### config.mk
export PLATFORM = sky130hd
export DESIGN_NAME = iwb_lsu_wb_stage
export DESIGN_NICKNAME = d
export VERILOG_FILES = /design/src/rtl/iwb_lsu_wb_stage.sv
export SDC_FILE = /design/constraint.sdc
export NUM_CORES = 1
export LEC_CHECK = 0
export CORE_ASPECT_RATIO = 0.6
export CORE_UTILIZATION = 44
export CTS_CLUSTER_DIAMETER = 120
export DETAILED_ROUTE_END_ITERATION = 6
export PLACE_DENSITY = 0.9
export SLEW_MARGIN = 40
export SYNTH_ARGS = -nofsm -noshare
export SYNTH_HDL_FRONTEND = slang
export SYNTH_SLANG_ARGS = --single-unit
export TNS_END_PERCENT = 5
### constraint.sdc
create_clock -name i_clk -period 4.6 [get_ports i_clk]
set_input_delay 0.92 -clock i_clk [delete_from_list [all_inputs] [get_ports i_clk]]
set_output_delay 0.92 -clock i_clk [all_outputs]
set_load 0.01 [all_outputs]
### src/rtl/iwb_lsu_wb_stage.sv
// Registered write-back stage: selects the write-back source, waits for load
// responses with a timeout watchdog, formats load data and drives the RF port.
module iwb_lsu_wb_stage #(
    parameter int WIDTH       = 32,
    parameter int REG_ADDR_W  = 5,
    parameter int MEM_TIMEOUT = 255
) (
    input  logic                  i_clk,
    input  logic                  i_rst,
    input  logic                  i_iwb_valid,
    output logic                  o_iwb_ready,
    input  logic                  i_iwb_rf_wen,
    input  logic [REG_ADDR_W-1:0] i_iwb_rd,
    input  logic [2:0]            i_iwb_rf_wb_src_ctrl,
    input  logic [WIDTH-1:0]      i_iwb_alu_out,
    input  logic [WIDTH-1:0]      i_iwb_sx_data,
    input  logic [WIDTH-1:0]      i_iwb_pc_plus_4,
    input  logic [WIDTH-1:0]      i_iwb_bu_next_dest_jb,
    input  logic [2:0]            i_iwb_ld_funct3,
    input  logic [1:0]            i_iwb_ld_addr_lo,
    input  logic                  i_iwb_mem_rvalid,
    input  logic [WIDTH-1:0]      i_iwb_r_mem,
    output logic                  o_iwb_rf_we,
    output logic [REG_ADDR_W-1:0] o_iwb_rf_rd,
    output logic [WIDTH-1:0]      o_iwb_wb_data,
    output logic                  o_iwb_stall,
    output logic                  o_iwb_misaligned,
    output logic                  o_iwb_ld_timeout
);

    localparam int CNT_W = $clog2(MEM_TIMEOUT + 1);
    localparam logic [2:0] SRC_ALU = 3'b000;
    localparam logic [2:0] SRC_MEM = 3'b001;
    localparam logic [2:0] SRC_PC4 = 3'b010;
    localparam logic [2:0] SRC_IMM = 3'b011;
    localparam logic [2:0] SRC_JB  = 3'b100;

    typedef enum logic [0:0] {IDLE = 1'b0, WAIT_MEM = 1'b1} state_t;

    state_t                  state_r, state_s;
    logic [CNT_W-1:0]        cnt_r, cnt_s;
    logic                    ld_wen_r, ld_wen_s;
    logic [REG_ADDR_W-1:0]   ld_rd_r, ld_rd_s;
    logic [2:0]              ld_funct3_r, ld_funct3_s;
    logic [1:0]              ld_addr_lo_r, ld_addr_lo_s;
    logic                    rf_we_r, rf_we_s;
    logic [REG_ADDR_W-1:0]   rf_rd_r, rf_rd_s;
    logic [WIDTH-1:0]        wb_data_r, wb_data_s;
    logic                    misaligned_r, misaligned_s;
    logic                    ld_timeout_r, ld_timeout_s;
    logic [WIDTH-1:0]        sel_data_s;

    function automatic logic [WIDTH-1:0] fmt_load(input logic [2:0] funct3,
                                                  input logic [1:0] addr_lo,
                                                  input logic [WIDTH-1:0] word);
        logic [7:0]  b;
        logic [15:0] h;
        b = word[{addr_lo, 3'b000} +: 8];
        h = addr_lo[1] ? word[31:16] : word[15:0];
        case (funct3)
            3'b000:  fmt_load = {{(WIDTH-8){b[7]}}, b};
            3'b001:  fmt_load = {{(WIDTH-16){h[15]}}, h};
            3'b010:  fmt_load = word;
            3'b100:  fmt_load = {{(WIDTH-8){1'b0}}, b};
            3'b101:  fmt_load = {{(WIDTH-16){1'b0}}, h};
            default: fmt_load = '0;
        endcase
    endfunction

    function automatic logic is_misaligned(input logic [2:0] funct3, input logic [1:0] addr_lo);
        case (funct3)
            3'b001, 3'b101: is_misaligned = addr_lo[0];
            3'b010:         is_misaligned = (addr_lo != 2'b00);
            default:        is_misaligned = 1'b0;
        endcase
    endfunction

    // Non-load write-back source mux
    always_comb begin
        case (i_iwb_rf_wb_src_ctrl)
            SRC_ALU: sel_data_s = i_iwb_alu_out;
            SRC_PC4: sel_data_s = i_iwb_pc_plus_4;
            SRC_IMM: sel_data_s = i_iwb_sx_data;
            SRC_JB:  sel_data_s = i_iwb_bu_next_dest_jb;
            default: sel_data_s = '0;
        endcase
    end

    // Next-state and next-output logic; rd/data only update alongside a write
    always_comb begin
        state_s      = state_r;
        cnt_s        = cnt_r;
        ld_wen_s     = ld_wen_r;
        ld_rd_s      = ld_rd_r;
        ld_funct3_s  = ld_funct3_r;
        ld_addr_lo_s = ld_addr_lo_r;
        rf_we_s      = 1'b0;
        rf_rd_s      = rf_rd_r;
        wb_data_s    = wb_data_r;
        misaligned_s = 1'b0;
        ld_timeout_s = ld_timeout_r;
        case (state_r)
            IDLE: begin
                if (i_iwb_valid && (i_iwb_rf_wb_src_ctrl == SRC_MEM)) begin
                    if (is_misaligned(i_iwb_ld_funct3, i_iwb_ld_addr_lo)) begin
                        misaligned_s = 1'b1;
                    end else begin
                        ld_wen_s     = i_iwb_rf_wen;
                        ld_rd_s      = i_iwb_rd;
                        ld_funct3_s  = i_iwb_ld_funct3;
                        ld_addr_lo_s = i_iwb_ld_addr_lo;
                        cnt_s        = '0;
                        state_s      = WAIT_MEM;
                    end
                end else if (i_iwb_valid && i_iwb_rf_wen && (i_iwb_rd != '0)) begin
                    rf_we_s   = 1'b1;
                    rf_rd_s   = i_iwb_rd;
                    wb_data_s = sel_data_s;
                end else begin
                    state_s = IDLE;
                end
            end
            WAIT_MEM: begin
                if (i_iwb_mem_rvalid) begin
                    if (ld_wen_r && (ld_rd_r != '0)) begin
                        rf_we_s   = 1'b1;
                        rf_rd_s   = ld_rd_r;
                        wb_data_s = fmt_load(ld_funct3_r, ld_addr_lo_r, i_iwb_r_mem);
                    end else begin
                        rf_we_s = 1'b0;
                    end
                    state_s = IDLE;
                end else if (cnt_r == CNT_W'(MEM_TIMEOUT - 1)) begin
                    ld_timeout_s = 1'b1;
                    state_s      = IDLE;
                end else begin
                    cnt_s = cnt_r + CNT_W'(1);
                end
            end
            default: state_s = IDLE;
        endcase
    end

    // State, load context and registered outputs
    always_ff @(posedge i_clk or posedge i_rst) begin
        if (i_rst) begin
            state_r      <= IDLE;
            cnt_r        <= '0;
            ld_wen_r     <= 1'b0;
            ld_rd_r      <= '0;
            ld_funct3_r  <= 3'b000;
            ld_addr_lo_r <= 2'b00;
            rf_we_r      <= 1'b0;
            rf_rd_r      <= '0;
            wb_data_r    <= '0;
            misaligned_r <= 1'b0;
            ld_timeout_r <= 1'b0;
        end else begin
            state_r      <= state_s;
            cnt_r        <= cnt_s;
            ld_wen_r     <= ld_wen_s;
            ld_rd_r      <= ld_rd_s;
            ld_funct3_r  <= ld_funct3_s;
            ld_addr_lo_r <= ld_addr_lo_s;
            rf_we_r      <= rf_we_s;
            rf_rd_r      <= rf_rd_s;
            wb_data_r    <= wb_data_s;
            misaligned_r <= misaligned_s;
            ld_timeout_r <= ld_timeout_s;
        end
    end

    assign o_iwb_ready      = (state_r == IDLE);
    assign o_iwb_stall      = (state_r != IDLE);
    assign o_iwb_rf_we      = rf_we_r;
    assign o_iwb_rf_rd      = rf_rd_r;
    assign o_iwb_wb_data    = wb_data_r;
    assign o_iwb_misaligned = misaligned_r;
    assign o_iwb_ld_timeout = ld_timeout_r;

endmodule
==> impl_metrics.py <==
metrics = {
    "pwr": {
        "power.net_switching_w": 0.0007078,
        "worst_ir_drop_vdd_uv": 227.8,
        "intPower_w": 0.001634,
        "p_leak_nw": 2.683,
        "tot_pwr_w": 0.002342,
        "switching_share": 0.3023,
        "seqPwrFrac": 0.316,
        "clockPowerShare": 0.333,
        "pwr-share-comb": 0.351,
        "power_density_nw_per_um2": 338.7,
    },
    "clocking": {
        "cts-htree-levels": 3,
        "post_cts_sizing": 0,
        "cts_buffers": 9,
        "cts.path.max_buffers": 2,
        "clock_latency_ns": 0.33,
        "clockRootBuffer": "clkbuf_16",
        "cts_num_sinks": 60,
        "cts_tree": "yes",
        "cts_hold_buf": 0,
        "clkSlewWorstSetupHoldPaths_ns": 0.05,
        "post_cts_buffers": 0,
    },
    "grt": {
        "grt_first_pass_wirelength_mm": 23.65,
        "vias_in_the_first_global_route": 4690,
        "track_usage": 0.3053,
        "maximum_number_of_pins_on_one_net_before_global_route_repair": 76,
        "initial_antenna_violation_count": 0,
        "overflow": 0,
    },
    "hold_path": {
        "hold_path_class": "flip-flop to flip-flop",
    },
    "synth": {
        "synth.yosys.seq_area_share": 0.3455,
        "synthDominantCellAreaShare": 0.3455,
        "synthFlopType": "dfrtp_1",
        "synth_fa_ha_area_frac": 0.005759,
        "post_synth_mux_area_share": 0.1676,
        "cell_with_the_most_instances_after_synthesis": "nand2_1",
        "synth_simple_gate_area_frac": 0.1866,
        "yosys.area_share.xor_xnor": 0.004031,
        "yosys_register_bits": 60,
        "synth_edf_count": 0,
        "dominant_combinational_cell_family_by_area_after_synthesis": "compound AO/OA/AOI/OAI gates",
        "synthesis.area_um2": 4345,
        "number_of_distinct_library_cells_after_synthesis": 50,
        "yosys-top-cells-area": "dfrtp_1, mux2i_1, mux2_2, nand2_1, o21ai_0",
        "synth_commonest_cells": "nand2_1, dfrtp_1, nor2_1",
        "yosysTopAreaCell": "dfrtp_1",
        "syn_inst": 508,
        "net_count_after_synthesis": 688,
        "mean_area_per_synthesized_cell_um2": 8.554,
        "postSynth.asyncResetShare": 1.000,
        "yosysWarningCount": 0,
        "synthesized_area_fraction_occupied_by_ao_oa_aoi_and_oai_cells": 0.2344,
    },
    "sta": {
        "achievable-frequency_mhz": 326.1,
        "setup-violations-final": 0,
        "setup_tns_ns": 0,
        "relSlewSlack": 0.4147,
        "grt_setup_unrepaired": "false",
        "finalMaxSlewViolations": 0,
        "timing.clock.skew_ns": 0.005142,
        "layout_worst_path_cycle_share": 0.6667,
        "worst_slew_pin_slew_ns": 0.8761,
        "finalCriticalPeriod_ns": 3.067,
        "final-hold-violation-count": 0,
    },
    "worst_setup_path": {
        "endpoint_kind": "flip-flop",
        "cp_bufs_invs": 1,
        "critPathMaxStageDelay_ns": 0.74,
        "criticalPathCategory": "input pin to flip-flop",
        "timing.critical_path.required_ns": 4.81,
        "critPathLaunchType": "input pin",
        "crit_path_frequent_cell": "nor2b_1",
        "timing.critical_path.slowest_stage_cell": "and3_1",
        "arrival_ns": 3.28,
        "crit_family": "simple AND/OR/NAND/NOR gates",
        "path_cells": "clkdlybuf4s50_1 -> nor2b_1 -> nor2b_1 -> and3_1 -> mux2_2",
        "crit_path_max_fo": 20,
    },
    "finish": {
        "utilization": 0.7362,
        "finalNonFillerCells": 842,
        "insertedDiodeCount": 0,
        "seq_area_um2": 1501,
        "nFillCells": 684,
        "nets": 887,
        "multi_input_area_um2": 2616,
        "syn_to_final_growth_pct": 59.11,
        "final_layout_size_suffix_gt1_frac": 0.09691,
    },
    "floorplan": {
        "die_w_um": 130.3,
        "placementRows": 27,
        "die_h_um": 78.98,
        "core-area_um2": 9392,
        "io-pin-count": 220,
        "initial_core_util": 0.4627,
        "design.die.area_um2": 10290,
    },
    "route": {
        "routedWlPerCell_um": 18.17,
        "drc": 0,
        "detail_route.iter0.violations": 447,
        "via_count": 4785,
        "antenna_violating_nets_post_route": 0,
        "drt_wl_total_mm": 15.30,
        "drt_pass1_iterations": 5,
        "number_of_vias_per_cell_after_detailed_routing": 5.683,
    },
    "outcome": {
        "outcome": "complete, no violations",
    },
    "place": {
        "placed_cells": 825,
        "dpl.hpwl_mm": 12.07,
        "buffers_added_on_ports": 219,
        "final_gp_congestion": 0.8880,
    },
    "flow_run": {
        "maxCapViolCount": 0,
    },
}
## flip-flops by register name (all words and copies together) (netlist names)
name	cells
o_iwb_misaligned	1
ld_rd_r	5
o_iwb_ld_timeout	1
ld_funct3_r	3
ld_addr_lo_r	2
o_iwb_rf_we	1
o_iwb_stall	1
o_iwb_wb_data	32
o_iwb_rf_rd	5
ld_wen_r	1
cnt_r	8
## cell type report
cell class	instances	share of cell area
multi-input cells	400	0.3784
repair buffers	229	0.3263
flip-flops and latches	60	0.2172
clock buffers	10	0.03456
well taps	130	0.02353
clock inverters	6	0.01611
inverters	7	0.003981
## placed cells by master, fill, tap and decap left out, types with 5 or more instances in the layout
cell type,instances
nor2b_1,10
dfrtp_1,60
mux2i_1,39
o21a_1,6
nand3_1,17
clkdlybuf4s50_1,217
mux2_2,28
a31oi_1,26
clkbuf_16,9
a22oi_1,16
nand2_1,65
nor2_1,48
a21oi_1,14
a221oi_1,5
nand2b_1,11
a21o_1,16
o21ai_0,43
o211ai_1,7
inv_1,5
buf_4,7
o22ai_1,9
## path summary, 6_finish.rpt
path	startpoint	endpoint	slack, ns	cells after the start
max	i_iwb_rf_wb_src_ctrl[1]	ld_addr_lo_r[0]	1.53	5
min	o_iwb_ld_timeout	o_iwb_ld_timeout	0.46	1
max reg2reg	o_iwb_stall	o_iwb_wb_data[3]	2.35	6
min reg2reg	o_iwb_ld_timeout	o_iwb_ld_timeout	0.46	1
max in group asynchronous	i_rst	o_iwb_wb_data[30]	2.86	3
min in group asynchronous	i_rst	cnt_r[0]	0.98	2
## metal layers
metal  vias up  GRT usage  share of wire
li1       2252          -              -
met1      2249     0.3579           0.39
met2       252     0.5293           0.49
met3        32    0.09434           0.10
met4         0     0.1035          0.022
met5         -          0              0
## power by group through the flow
stage / clock, W / combinational (W) / sequential [W]
2_1_floorplan: 0 / 0.000391 / 0.000739
3_3_place_gp: 0 / 0.000779 / 0.000736
3_5_place_dp: 0 / 0.000806 / 0.000746
4_1_cts: 0.000791 / 0.000813 / 0.000738
5_1_grt: 0.000817 / 0.000885 / 0.000754
6_report: 0.000780 / 0.000822 / 0.000739
## cells by family after synthesis
| kind of cell | after synthesis |
|---|---|
| xor gates and xnor gates | 2 |
| AOI/OAI and AO/OA | 155 |
| adders and majority gates | 2 |
| muxes | 68 |
| DFF | 60 |
| and+or+nand+nor | 173 |
| buffers and inverters | 48 |
## per-stage QoR
step	hold WS, ns	setup slack, ns	instance area, µm²
3_3_place_gp	0.4529	1.363	6536
4_1_cts	0.4671	1.565	6897
6_report	0.4647	1.533	6914
3_5_place_dp	0.4551	1.255	6546
2_1_floorplan	0.4942	2.195	4345
5_1_grt	0.4814	1.423	6914
Power figures use the tool's default switching activity.
